===== src/rtl/riscv_pkg.sv =====
// Shared RISC-V decode definitions: opcodes, ALU operation codes, immediate
// formats and the control-bit bundle carried in the ID/EX register.
package riscv_pkg;

  localparam logic [6:0] OP_IMM = 7'b0010011;
  localparam logic [6:0] OP     = 7'b0110011;
  localparam logic [6:0] BRANCH = 7'b1100011;
  localparam logic [6:0] JAL    = 7'b1101111;
  localparam logic [6:0] JALR   = 7'b1100111;
  localparam logic [6:0] LOAD   = 7'b0000011;
  localparam logic [6:0] STORE  = 7'b0100011;
  localparam logic [6:0] LUI    = 7'b0110111;
  localparam logic [6:0] AUIPC  = 7'b0010111;

  typedef enum logic [3:0] {
    ALU_ADD   = 4'd0,
    ALU_SUB   = 4'd1,
    ALU_SLL   = 4'd2,
    ALU_SLT   = 4'd3,
    ALU_SLTU  = 4'd4,
    ALU_XOR   = 4'd5,
    ALU_SRL   = 4'd6,
    ALU_SRA   = 4'd7,
    ALU_OR    = 4'd8,
    ALU_AND   = 4'd9,
    ALU_PASSB = 4'd10
  } alu_op_t;

  localparam logic [2:0] F3_ADD  = 3'b000;
  localparam logic [2:0] F3_SLL  = 3'b001;
  localparam logic [2:0] F3_SLT  = 3'b010;
  localparam logic [2:0] F3_SLTU = 3'b011;
  localparam logic [2:0] F3_XOR  = 3'b100;
  localparam logic [2:0] F3_SR   = 3'b101;
  localparam logic [2:0] F3_OR   = 3'b110;
  localparam logic [2:0] F3_AND  = 3'b111;

  typedef enum logic [2:0] {
    IMM_I    = 3'd0,
    IMM_S    = 3'd1,
    IMM_B    = 3'd2,
    IMM_J    = 3'd3,
    IMM_U    = 3'd4,
    IMM_NONE = 3'd5
  } imm_fmt_t;

  typedef struct packed {
    logic branch;
    logic jump;
    logic memread;
    logic memwrite;
    logic memtoreg;
    logic alusrc;
    logic regwrite;
    logic take;
    logic illegal;
  } ctrl_t;

  localparam ctrl_t CTRL_NONE = 9'd0;

  // alt is funct7[5] (instr[30]); it selects SUB/SRA where that encoding exists.
  function automatic alu_op_t f3_to_alu(input logic [2:0] f3, input logic alt);
    alu_op_t op;
    case (f3)
      F3_ADD:  op = alt ? ALU_SUB : ALU_ADD;
      F3_SLL:  op = ALU_SLL;
      F3_SLT:  op = ALU_SLT;
      F3_SLTU: op = ALU_SLTU;
      F3_XOR:  op = ALU_XOR;
      F3_SR:   op = alt ? ALU_SRA : ALU_SRL;
      F3_OR:   op = ALU_OR;
      F3_AND:  op = ALU_AND;
      default: op = ALU_ADD;
    endcase
    return op;
  endfunction

endpackage


===== src/rtl/id_imm_gen.sv =====
// Combinational immediate generator: builds the 32-bit I/S/B/J/U immediate
// and sign-extends it from instruction bit 31 to XLEN.
module id_imm_gen
  import riscv_pkg::*;
#(
  parameter int XLEN = 32
) (
  input  logic [31:0]     instr_i,
  input  imm_fmt_t        fmt_i,
  output logic [XLEN-1:0] imm_o
);

  logic [31:0] imm32_s;
  logic        unused_s;

  // Format-dependent bit gathering into a 32-bit sign-extended value.
  always_comb begin
    imm32_s = 32'd0;
    case (fmt_i)
      IMM_I:    imm32_s = {{20{instr_i[31]}}, instr_i[31:20]};
      IMM_S:    imm32_s = {{20{instr_i[31]}}, instr_i[31:25], instr_i[11:7]};
      IMM_B:    imm32_s = {{19{instr_i[31]}}, instr_i[31], instr_i[7],
                           instr_i[30:25], instr_i[11:8], 1'b0};
      IMM_J:    imm32_s = {{11{instr_i[31]}}, instr_i[31], instr_i[19:12],
                           instr_i[20], instr_i[30:21], 1'b0};
      IMM_U:    imm32_s = {instr_i[31:12], 12'd0};
      IMM_NONE: imm32_s = 32'd0;
      default:  imm32_s = 32'd0;
    endcase
  end

  if (XLEN > 32) begin : g_ext
    assign imm_o = {{(XLEN-32){imm32_s[31]}}, imm32_s};
  end else begin : g_noext
    assign imm_o = imm32_s;
  end

  // The opcode bits never contribute to an immediate.
  assign unused_s = ^instr_i[6:0];

endmodule


===== src/rtl/id_stage.sv =====
// RISC-V decode stage with ID/EX register, valid/ready handshake, flush and
// load-use interlock. `define ID_WB_BYPASS_EN forwards write-back data to operands.
module id_stage
  import riscv_pkg::*;
#(
  parameter int XLEN = 32,
  parameter int NREG = 32,
  localparam int RAW = $clog2(NREG)
) (
  input  logic            clk,
  input  logic            rst_n,
  input  logic            if_valid,
  input  logic [31:0]     if_instr,
  input  logic [XLEN-1:0] if_pc,
  input  logic            if_take,
  output logic            id_ready,
  input  logic            flush,
  output logic [RAW-1:0]  rf_raddr1,
  output logic [RAW-1:0]  rf_raddr2,
  input  logic [XLEN-1:0] rf_rdata1,
  input  logic [XLEN-1:0] rf_rdata2,
  input  logic [RAW-1:0]  wb_rd,
  input  logic [XLEN-1:0] wb_data,
  input  logic            wb_we,
  input  logic            ex_ready,
  output logic            ex_valid,
  output logic [XLEN-1:0] ex_pc,
  output logic [XLEN-1:0] ex_imm,
  output logic [XLEN-1:0] ex_rs1_data,
  output logic [XLEN-1:0] ex_rs2_data,
  output logic [RAW-1:0]  ex_rs1,
  output logic [RAW-1:0]  ex_rs2,
  output logic [RAW-1:0]  ex_rd,
  output logic [3:0]      ex_aluop,
  output logic            ex_branch,
  output logic            ex_jump,
  output logic            ex_memread,
  output logic            ex_memwrite,
  output logic            ex_memtoreg,
  output logic            ex_alusrc,
  output logic            ex_regwrite,
  output logic            ex_take,
  output logic            ex_illegal
);

  logic [6:0]      opc_s;
  logic [2:0]      f3_s;
  logic [RAW-1:0]  rs1_s, rs2_s, rd_s;
  logic            op_ok_s, use1_s, use2_s, wr_s, reg_bad_s, illegal_s;
  logic            hazard_s, accept_s;
  imm_fmt_t        fmt_s;
  alu_op_t         aluop_s;
  ctrl_t           ctrl_s;
  logic [XLEN-1:0] imm_s, rs1_data_s, rs2_data_s;

  logic            valid_q, valid_d;
  ctrl_t           ctrl_q, ctrl_d;
  alu_op_t         aluop_q, aluop_d;
  logic [XLEN-1:0] pc_q, pc_d, imm_q, imm_d, rs1d_q, rs1d_d, rs2d_q, rs2d_d;
  logic [RAW-1:0]  rs1_q, rs1_d, rs2_q, rs2_d, rd_q, rd_d;

  assign opc_s = if_instr[6:0];
  assign f3_s  = if_instr[14:12];
  assign rs1_s = if_instr[15 +: RAW];
  assign rs2_s = if_instr[20 +: RAW];
  assign rd_s  = if_instr[7 +: RAW];

  assign rf_raddr1 = rs1_s;
  assign rf_raddr2 = rs2_s;

  // Opcode decode into format, ALU op, operand usage and control bits.
  always_comb begin
    op_ok_s = 1'b0;
    fmt_s   = IMM_NONE;
    aluop_s = ALU_ADD;
    use1_s  = 1'b0;
    use2_s  = 1'b0;
    wr_s    = 1'b0;
    ctrl_s  = CTRL_NONE;
    case (opc_s)
      OP_IMM: begin
        op_ok_s = 1'b1; fmt_s = IMM_I; wr_s = 1'b1; use1_s = 1'b1; ctrl_s.alusrc = 1'b1;
        aluop_s = f3_to_alu(f3_s, (f3_s == F3_SR) && if_instr[30]);
      end
      OP: begin
        op_ok_s = 1'b1; wr_s = 1'b1; use1_s = 1'b1; use2_s = 1'b1;
        aluop_s = f3_to_alu(f3_s, if_instr[30]);
      end
      BRANCH: begin
        op_ok_s = 1'b1; fmt_s = IMM_B; use1_s = 1'b1; use2_s = 1'b1;
        ctrl_s.branch = 1'b1; aluop_s = ALU_SUB;
      end
      JAL: begin
        op_ok_s = 1'b1; fmt_s = IMM_J; wr_s = 1'b1;
        ctrl_s.branch = 1'b1; ctrl_s.jump = 1'b1;
      end
      JALR: begin
        op_ok_s = 1'b1; fmt_s = IMM_I; wr_s = 1'b1; use1_s = 1'b1;
        ctrl_s.branch = 1'b1; ctrl_s.jump = 1'b1; ctrl_s.alusrc = 1'b1;
      end
      LOAD: begin
        op_ok_s = 1'b1; fmt_s = IMM_I; wr_s = 1'b1; use1_s = 1'b1;
        ctrl_s.memread = 1'b1; ctrl_s.memtoreg = 1'b1; ctrl_s.alusrc = 1'b1;
      end
      STORE: begin
        op_ok_s = 1'b1; fmt_s = IMM_S; use1_s = 1'b1; use2_s = 1'b1;
        ctrl_s.memwrite = 1'b1; ctrl_s.alusrc = 1'b1;
      end
      LUI: begin
        op_ok_s = 1'b1; fmt_s = IMM_U; wr_s = 1'b1; ctrl_s.alusrc = 1'b1; aluop_s = ALU_PASSB;
      end
      AUIPC: begin
        op_ok_s = 1'b1; fmt_s = IMM_U; wr_s = 1'b1; ctrl_s.alusrc = 1'b1;
      end
      default: op_ok_s = 1'b0;
    endcase
    // A register field that is actually used must fit in NREG (matters for RV32E).
    reg_bad_s = (use1_s && ((if_instr[19:15] >> RAW) != 5'd0)) ||
                (use2_s && ((if_instr[24:20] >> RAW) != 5'd0)) ||
                (wr_s   && ((if_instr[11:7]  >> RAW) != 5'd0));
    illegal_s       = !op_ok_s || reg_bad_s;
    ctrl_s.regwrite = wr_s && !illegal_s && (rd_s != {RAW{1'b0}});
    ctrl_s.branch   = ctrl_s.branch   && !illegal_s;
    ctrl_s.jump     = ctrl_s.jump     && !illegal_s;
    ctrl_s.memread  = ctrl_s.memread  && !illegal_s;
    ctrl_s.memwrite = ctrl_s.memwrite && !illegal_s;
    ctrl_s.take     = if_take;
    ctrl_s.illegal  = illegal_s;
  end

  id_imm_gen #(.XLEN(XLEN)) u_imm_gen (
    .instr_i (if_instr),
    .fmt_i   (fmt_s),
    .imm_o   (imm_s)
  );

`ifdef ID_WB_BYPASS_EN
  assign rs1_data_s = (wb_we && (wb_rd == rs1_s) && (rs1_s != {RAW{1'b0}})) ? wb_data : rf_rdata1;
  assign rs2_data_s = (wb_we && (wb_rd == rs2_s) && (rs2_s != {RAW{1'b0}})) ? wb_data : rf_rdata2;
`else
  logic unused_wb_s;
  assign rs1_data_s  = rf_rdata1;
  assign rs2_data_s  = rf_rdata2;
  assign unused_wb_s = ^{wb_we, wb_rd, wb_data};
`endif

  assign hazard_s = if_valid && valid_q && ctrl_q.memread && (rd_q != {RAW{1'b0}}) &&
                    ((use1_s && (rd_q == rs1_s)) || (use2_s && (rd_q == rs2_s)));
  assign id_ready = !flush && !hazard_s && (!valid_q || ex_ready);
  assign accept_s = if_valid && id_ready;

  // ID/EX next state: flush, then accept, then drain/bubble, else hold.
  always_comb begin
    valid_d = valid_q;
    ctrl_d  = ctrl_q;
    aluop_d = aluop_q;
    pc_d    = pc_q;
    imm_d   = imm_q;
    rs1d_d  = rs1d_q;
    rs2d_d  = rs2d_q;
    rs1_d   = rs1_q;
    rs2_d   = rs2_q;
    rd_d    = rd_q;
    if (flush) begin
      valid_d = 1'b0;
      ctrl_d  = CTRL_NONE;
    end else if (accept_s) begin
      valid_d = 1'b1;
      ctrl_d  = ctrl_s;
      aluop_d = aluop_s;
      pc_d    = if_pc;
      imm_d   = imm_s;
      rs1d_d  = rs1_data_s;
      rs2d_d  = rs2_data_s;
      rs1_d   = rs1_s;
      rs2_d   = rs2_s;
      rd_d    = rd_s;
    end else if (ex_ready || !valid_q) begin
      valid_d = 1'b0;
      ctrl_d  = CTRL_NONE;
    end else begin
      valid_d = valid_q;
    end
  end

  // ID/EX pipeline register.
  always_ff @(posedge clk or negedge rst_n) begin
    if (!rst_n) begin
      valid_q <= 1'b0;
      ctrl_q  <= CTRL_NONE;
      aluop_q <= ALU_ADD;
      pc_q    <= {XLEN{1'b0}};
      imm_q   <= {XLEN{1'b0}};
      rs1d_q  <= {XLEN{1'b0}};
      rs2d_q  <= {XLEN{1'b0}};
      rs1_q   <= {RAW{1'b0}};
      rs2_q   <= {RAW{1'b0}};
      rd_q    <= {RAW{1'b0}};
    end else begin
      valid_q <= valid_d;
      ctrl_q  <= ctrl_d;
      aluop_q <= aluop_d;
      pc_q    <= pc_d;
      imm_q   <= imm_d;
      rs1d_q  <= rs1d_d;
      rs2d_q  <= rs2d_d;
      rs1_q   <= rs1_d;
      rs2_q   <= rs2_d;
      rd_q    <= rd_d;
    end
  end

  assign ex_valid    = valid_q;
  assign ex_pc       = pc_q;
  assign ex_imm      = imm_q;
  assign ex_rs1_data = rs1d_q;
  assign ex_rs2_data = rs2d_q;
  assign ex_rs1      = rs1_q;
  assign ex_rs2      = rs2_q;
  assign ex_rd       = rd_q;
  assign ex_aluop    = aluop_q;
  assign ex_branch   = ctrl_q.branch;
  assign ex_jump     = ctrl_q.jump;
  assign ex_memread  = ctrl_q.memread;
  assign ex_memwrite = ctrl_q.memwrite;
  assign ex_memtoreg = ctrl_q.memtoreg;
  assign ex_alusrc   = ctrl_q.alusrc;
  assign ex_regwrite = ctrl_q.regwrite;
  assign ex_take     = ctrl_q.take;
  assign ex_illegal  = ctrl_q.illegal;

endmodule


===== config.mk =====
export PLATFORM = sky130hd
export DESIGN_NAME = id_stage
export DESIGN_NICKNAME = d
export VERILOG_FILES = /design/src/rtl/riscv_pkg.sv /design/src/rtl/id_imm_gen.sv /design/src/rtl/id_stage.sv
export SDC_FILE = /design/constraint.sdc
export NUM_CORES = 1
export LEC_CHECK = 0
export ABC_AREA = 0
export ABC_CLOCK_PERIOD_IN_PS = 4600
export CAP_MARGIN = 20
export CELL_PAD_IN_SITES_DETAIL_PLACEMENT = 1
export CELL_PAD_IN_SITES_GLOBAL_PLACEMENT = 2
export CORE_MARGIN = 2
export CORE_UTILIZATION = 27
export DETAILED_ROUTE_END_ITERATION = 16
export PLACE_DENSITY_LB_ADDON = 0.1
export SYNTH_ARGS = -nofsm -noshare
export SYNTH_HDL_FRONTEND = slang
export SYNTH_SLANG_ARGS = --single-unit
export TNS_END_PERCENT = 5

===== constraint.sdc =====
create_clock -name clk -period 4.6 [get_ports clk]
set_input_delay 0.46 -clock clk [delete_from_list [all_inputs] [get_ports clk]]
set_output_delay 0.46 -clock clk [all_outputs]
set_load 0.05 [all_outputs]

# Yosys cells after proc, flatten, opt, wreduce, memory -nomap -nowiden
# Cells that the tools add are included.
dict set report op_classes {
  eq_ne 22
  mux 24
  bitwise 1
  n_reduce_logical 37
}
# operator n
set ops {}
lappend ops {{$pmux 32 s5} 1}
lappend ops {{$pmux 4 s8} 2}
lappend ops {{$mux 9} 3}
lappend ops {{$eq 7x6->1 const B} 3}
lappend ops {{$eq 7x7->1 const B} 3}
lappend ops {{$logic_and 1x1->1} 16}
lappend ops {{$mux 1} 16}
lappend ops {{$pmux 4 s4} 1}
lappend ops {{$eq 3x3->1 const B} 5}
lappend ops {{$pmux 3 s5} 1}
lappend ops {{$eq 7x5->1 const B} 2}
lappend ops {{$eq 3x2->1 const B} 4}
lappend ops {{$reduce_or 6->1} 2}
lappend ops {{$eq 5x5->1} 2}
lappend ops {{$reduce_bool 5->1} 2}
lappend ops {{$reduce_or 3->1} 3}
lappend ops {{$reduce_or 9->1} 1}
lappend ops {{$eq 7x2->1 const B} 1}
lappend ops {{$reduce_or 7->1} 1}
lappend ops {{$eq 3x1->1 const B} 2}
lappend ops {{$logic_not 3->1} 2}
lappend ops {{$logic_not 1->1} 4}
lappend ops {{$reduce_or 2->1} 2}
lappend ops {{$reduce_bool 3->1} 1}
lappend ops {{other kinds (3)} 4}
dict set report totals {
  regBits 157
  in_bits 172
  output_inout_bits 168
  wordCells 102
}

# Longest topological paths before layout
dict set report logic_depth {
  ltp_word 12
  mapped_depth 9
  mapped_depth_nobuf 5
}

# Cells and area by module
# From an unflattened synthesis, not the netlist that was laid out.
dict set report unflattened {
  cells_unflattened 498
  hier_area_um2 7449.6
}
# module n_inst cells_each area_per_inst_um2 seq_area_each_um2
set by_module_without_submodules {}
lappend by_module_without_submodules {id_stage 1 426 7004.2 3928.8}
lappend by_module_without_submodules {id_imm_gen 1 72 445.4 0.0}

# Worst setup path before layout
# Ideal clock, no wire load.
dict set report synth_path {
  path_kind {reg-to-output}
  start {register rd_q[1] (netlist: ex_rd[1])}
  end {output id_ready}
  arrival_ns 2.697
  required_ns 4.140
  slack_ns 1.443
  path_stages_with_launch 6
  n_path_buf 0
  path_cell_list {dfrtp_1 > or4_1 > o22ai_1 > nor2_1 > and2_1 > a21boi_0}
}
dict set report synth_between {
  elab_chain_len 7
  elab_cells_between_ends 11
  cone_classes {2 x eq/ne; 9 x reduce/logical}
}
# item line_no
set synth_lines {}
lappend synth_lines {{start, declared} id_stage.sv:60} ;# logic [RAW-1:0] rs1_q, rs1_d, rs2_q, rs2_d, rd_q, rd_d;
lappend synth_lines {{start signal, assigned} id_stage.sv:198} ;# rd_q <= {RAW{1'b0}};
lappend synth_lines {{start signal, assigned} id_stage.sv:209} ;# rd_q <= rd_d;
lappend synth_lines {{$eq 5x5->1} id_stage.sv:148} ;# ((use1_s && (rd_q == rs1_s)) || (use2_s && (rd_q == rs2_s)));
lappend synth_lines {{$logic_and 1x1->1} id_stage.sv:148}
lappend synth_lines {{$logic_or 1x1->1} id_stage.sv:148}
lappend synth_lines {{$logic_and 1x1->1 *} id_stage.sv:147} ;# assign hazard_s = if_valid && valid_q && ctrl_q.memread && (rd_q != {RAW{1'b0}}) &&
lappend synth_lines {{$logic_not 1->1 *} id_stage.sv:149} ;# assign id_ready = !flush && !hazard_s && (!valid_q || ex_ready);
lappend synth_lines {{$logic_and 1x1->1 * (2 in series)} id_stage.sv:149}
lappend synth_lines {{end, declared} id_stage.sv:16} ;# output logic id_ready,
# Mark *: on every way between the ends. The rest lies on a longest branch, timed or not.

# Final worst setup path
dict set report layout_path {
  start {input if_instr[2]}
  end {output id_ready}
}
dict set report layout_between {
  elab_chain_len 9
  elab_cells_between_ends 17
  cone_classes {6 x eq/ne; 2 x mux; 9 x reduce/logical}
}
# item line_no
set layout_lines {}
lappend layout_lines {{start, declared} id_stage.sv:13} ;# input logic [31:0] if_instr,
lappend layout_lines {{$eq 7x2->1 (tied with other cells)} id_stage.sv:80} ;# case (opc_s)
lappend layout_lines {{$reduce_or 6->1 (no source line) or $reduce_or 3->1 (tied branches)} --}
lappend layout_lines {{$mux 1} id_stage.sv:80}
lappend layout_lines {{$logic_and 1x1->1} id_stage.sv:148}
lappend layout_lines {{$logic_or 1x1->1 *} id_stage.sv:148}
lappend layout_lines {{$logic_and 1x1->1 *} id_stage.sv:147}
lappend layout_lines {{$logic_not 1->1 *} id_stage.sv:149}
lappend layout_lines {{$logic_and 1x1->1 * (2 in series)} id_stage.sv:149}
# Marks and branches as above.

==> summary.md <==
| Metric | Value |
|---|---|
| Status | `finished clean` |
| Worst min path class | `primary input to async pin` |
| Yosys warns | `0` |
| Hpwl dp | `around 17 mm` |
| Setup violators final | `0` |
| WS Path Type | `primary input to output port` |
| CP peak stage delay | `a little over 0.7 ns` |
| Setup crit end kind | `output port` |
| Row cnt | `58` |
| Reg2reg start | `ex_rd[1]$_DFFE_PN0P_` |
| CTS Sinks | `between 150 and 200` |
| Core footprint | `25000 um2` |
| Vias | `around 5300` |
| Layout Nets | `952` |
| Largest net degree at the start of global routing | `95` |
| Crit path launch type | `primary input` |
| Post-CTS Setup Inserts | `0` |
| GR Overflow Total | `0` |
| Crit path arrival time | `3.20 ns` |
| Synth cell types | `between 40 and 50` |
| Max cap viols | `0` |
| Layout cells sized above 1 | `between 20% and 30%` |
| Ys flop type | `dfrtp_1` |
| CTS Buf Count | `17` |
| Final Hold Viols | `0` |
| DR iter-0 viols | `202` |
| Post-synth EDFFs | `0` |
| Asr flop ratio synth | `100%` |
| Clk buf depth | `2` |
| Area Overhead vs Synth | `56.2%` |
| Hold buffer count at CTS | `0` |
| Die Wd | `163 um` |
| Register area share after synthesis | `~58%` |
| Crit path top cell by count | `clkdlybuf4s50_1` |
| DRC | `0` |
| Clk Latency, worst-skew pair | `around 0.43 ns` |
| Synthesized area per cell | `13.7 um2` |
| Worst EP required | `between 4 and 5 ns` |
| Tightest Pin Transition | `1.11 ns` |
| Final setup TNS | `0 ns` |
| Power Dens Cells | `about 460 nW/um2` |
| Antenna-violating nets left | `0` |
| Worst VDD drop | `between 0.2 and 0.3 mV` |
| R2R Setup Slk | `about 1.7 ns` |
| R2R depth | `6` |
| Global placer's final weighted congestion | `around 0.78` |
| Slew headroom | `25.7%` |
| CP max stage cell | `clkdlybuf4s50_1` |
| Max Clock Freq | `273 MHz` |
| Worst r2r dst | `ex_pc[4]$_DFFE_PN0P_` |
| Die span in y | `roughly 160 um` |
| Root Buffer | `clkbuf_16` |
| Final core occ | `a little over two fifths` |
| Initial antenna violation count | `1` |
| Htree depth | `4` |
| Vias/cell | `roughly 4.7` |
| Global router's overall resource usage | `between 10% and 20%` |
| Reg clk slew, reported paths | `around 0.070 ns` |
| Crit path time final | `between 3 and 4 ns` |
| Clock skew | `about 0.012 ns` |
| Leakage | `4.30 nW` |
| Post-Syn Instances | `roughly 500` |
| Vias in the first global route | `~6000` |
| IO Port Bufs | `roughly 300` |
| CP max FO | `11` |
| Syn Std Cell Area | `around 7000 um2` |
| Die footprint | `26500 um2` |
| IO Pins | `340` |
| CP Cell Sequence | `clkdlybuf4s50_1 -> nand4bb_4 -> or3_1 -> o22ai_2 -> and2_1 -> a21boi_0 -> clkdlybuf4s50_1` |
| Final period util | `between 70% and 80%` |
| Initial Utilization | `between 20% and 30%` |
| Mapped Nets | `~670` |
| Max-slew violations | `0` |
| RSZ-0062 raised after global routing | `false` |
| 1st-pass router iterations | `4` |
| First-pass GRT wire length | `35.8 mm` |
| FF+latch count, synth | `between 150 and 200` |
| Wire per inst | `approximately 21 um` |
| Drt total wl | `around 23 mm` |
| Post-cts resize count | `0` |
| CTS tree | `yes` |
==> worst max-delay path: cells and delay by family <==
kind	cells	cell delay, ns
compound gates	2	0.36
simple gates	3	1.08
buf+inv	2	1.30
==> cell families (layout without fill, tap and decap cells) <==
family                 after synthesis  after routing  synth area share, %
multiplexers                       125            125                 21.7
other                                0              1                    0
AO/OA/AOI/OAI                       88             88                 10.2
buffers and inverters               55            352                 4.29
AND/OR/NAND/NOR                     60             60                 4.81
XOR/XNOR                            11             11                 1.41
flip-flops                         157            157                 57.6
==> through the flow <==
step | hold slack (ns) | area (um2) | power (W) | cells | setup slack, ns
final | 0.133 | 10700 | 0.00486 | 1124 | 0.936
after global routing | 0.198 | 10600 | 0.00509 | 1123 | 0.744
after CTS | 0.174 | 10600 | 0.00495 | 1123 | 0.908
after detailed placement | 0.494 | 10100 | 0.00352 | 1091 | 0.930
after global placement | 0.479 | 10100 | 0.00350 | 1091 | 0.943
after floorplan | 0.164 | 6820 | 0.00281 | 496 | 1.44
==> layout by cell type, fill, tap and decap left out, types with 3 or more instances in the layout <==
cell type / Yosys / layout
mux2i_1: 8 / 8
clkinv_4: 0 / 3
buf_4: 11 / 7
clkdlybuf4s50_1: 0 / 300
nor3_1: 5 / 5
inv_6: 0 / 4
mux2_2: 96 / 96
a2111oi_0: 3 / 3
clkbuf_16: 0 / 17
a21boi_0: 3 / 3
inv_1: 11 / 11
nor2_1: 15 / 15
a211oi_1: 20 / 20
and2_1: 3 / 3
dfrtp_1: 157 / 157
o21ai_0: 5 / 5
a221oi_1: 5 / 5
inv_8: 0 / 3
a22o_1: 7 / 7
a21oi_1: 6 / 5
nor2b_1: 4 / 4
mux2_4: 21 / 21
xnor2_1: 9 / 9
nand2_1: 16 / 16
a2bb2oi_1: 25 / 25
==> per-layer routing <==
metal / GRT usage, % / routed length, um / part of all wire (%)
met1: 21.6 / 9410 / 40
met3: 7.74 / 2150 / 9.2
met4: 3.62 / 126 / 0.54
met2: 29.4 / 11700 / 50
met5: 0 / 0 / 0
==> Yosys cell counts, types with 2 or more instances <==
library cell  count  area, um2
a21oi_1           6       30.0
nor3_1            5       25.0
o22ai_1           2       12.5
nand2b_1          2       12.5
buf_4            11       82.6
inv_1            11       41.3
a22oi_1           2       15.0
and2_1            3       18.8
a221oi_1          5       43.8
nor2_1           15       56.3
xnor2_1           9       78.8
or4_1             2       15.0
nor2b_1           4       25.0
a211oi_1         20        150
mux2_2           96       1080
dfrtp_1         157       3930
mux2i_1           8       80.1
and4b_1           2       20.0
mux2_4           21        315
a2bb2oi_1        25        219
buf_6             4       45.0
o41ai_1           2       17.5
a22o_1            7       61.3
xor2_1            2       17.5
or2_2             2       12.5
clkbuf_1         15       56.3
buf_2            12       60.1
buf_1             2       7.51
nand2_1          16       60.1
a2111oi_0         3       26.3
a21boi_0          3       22.5
o21ai_0           5       25.0
==> where the power goes <==
group	total, W	internal (W)	switching, W
registers	0.00172	0.00159	0.000130
logic	0.00177	0.000675	0.00109
clock network	0.00138	0.000731	0.000649
total	0.00486	0.00300	0.00187
==> how the worst max path moves through the flow <==
stage	startpoint	endpoint	slack, ns	cells after the start
2_1_floorplan	ex_rd[1]$_DFFE_PN0P_	id_ready	1.44	5
3_3_place_gp	if_instr[2]	id_ready	0.94	7
3_5_place_dp	if_instr[2]	id_ready	0.93	7
4_1_cts	if_instr[2]	id_ready	0.91	7
5_1_grt	if_instr[2]	id_ready	0.74	7
6_report	if_instr[2]	id_ready	0.94	7
==> registers in the layout, summed over array words and instances (netlist names), 4 cells and up <==
name and cells:
ex_rs2_data 32, ex_rs2 5, ex_pc 32, ex_rs1 5
ex_aluop 4, ex_imm 32, ex_rs1_data 32, ex_rd 5
==> cell type report <==
class | count | area, um2
Sequential cell | 157 | 3930
Inverter | 11 | 41.3
Timing Repair Buffer | 309 | 3090
Fill cell | 2609 | 14300
Multi-Input combinational cell | 284 | 2610
Clock inverter | 13 | 126
Antenna cell | 1 | 2.50
Clock buffer | 19 | 443
Tap cell | 330 | 413
Power figures use the tool's default switching activity.
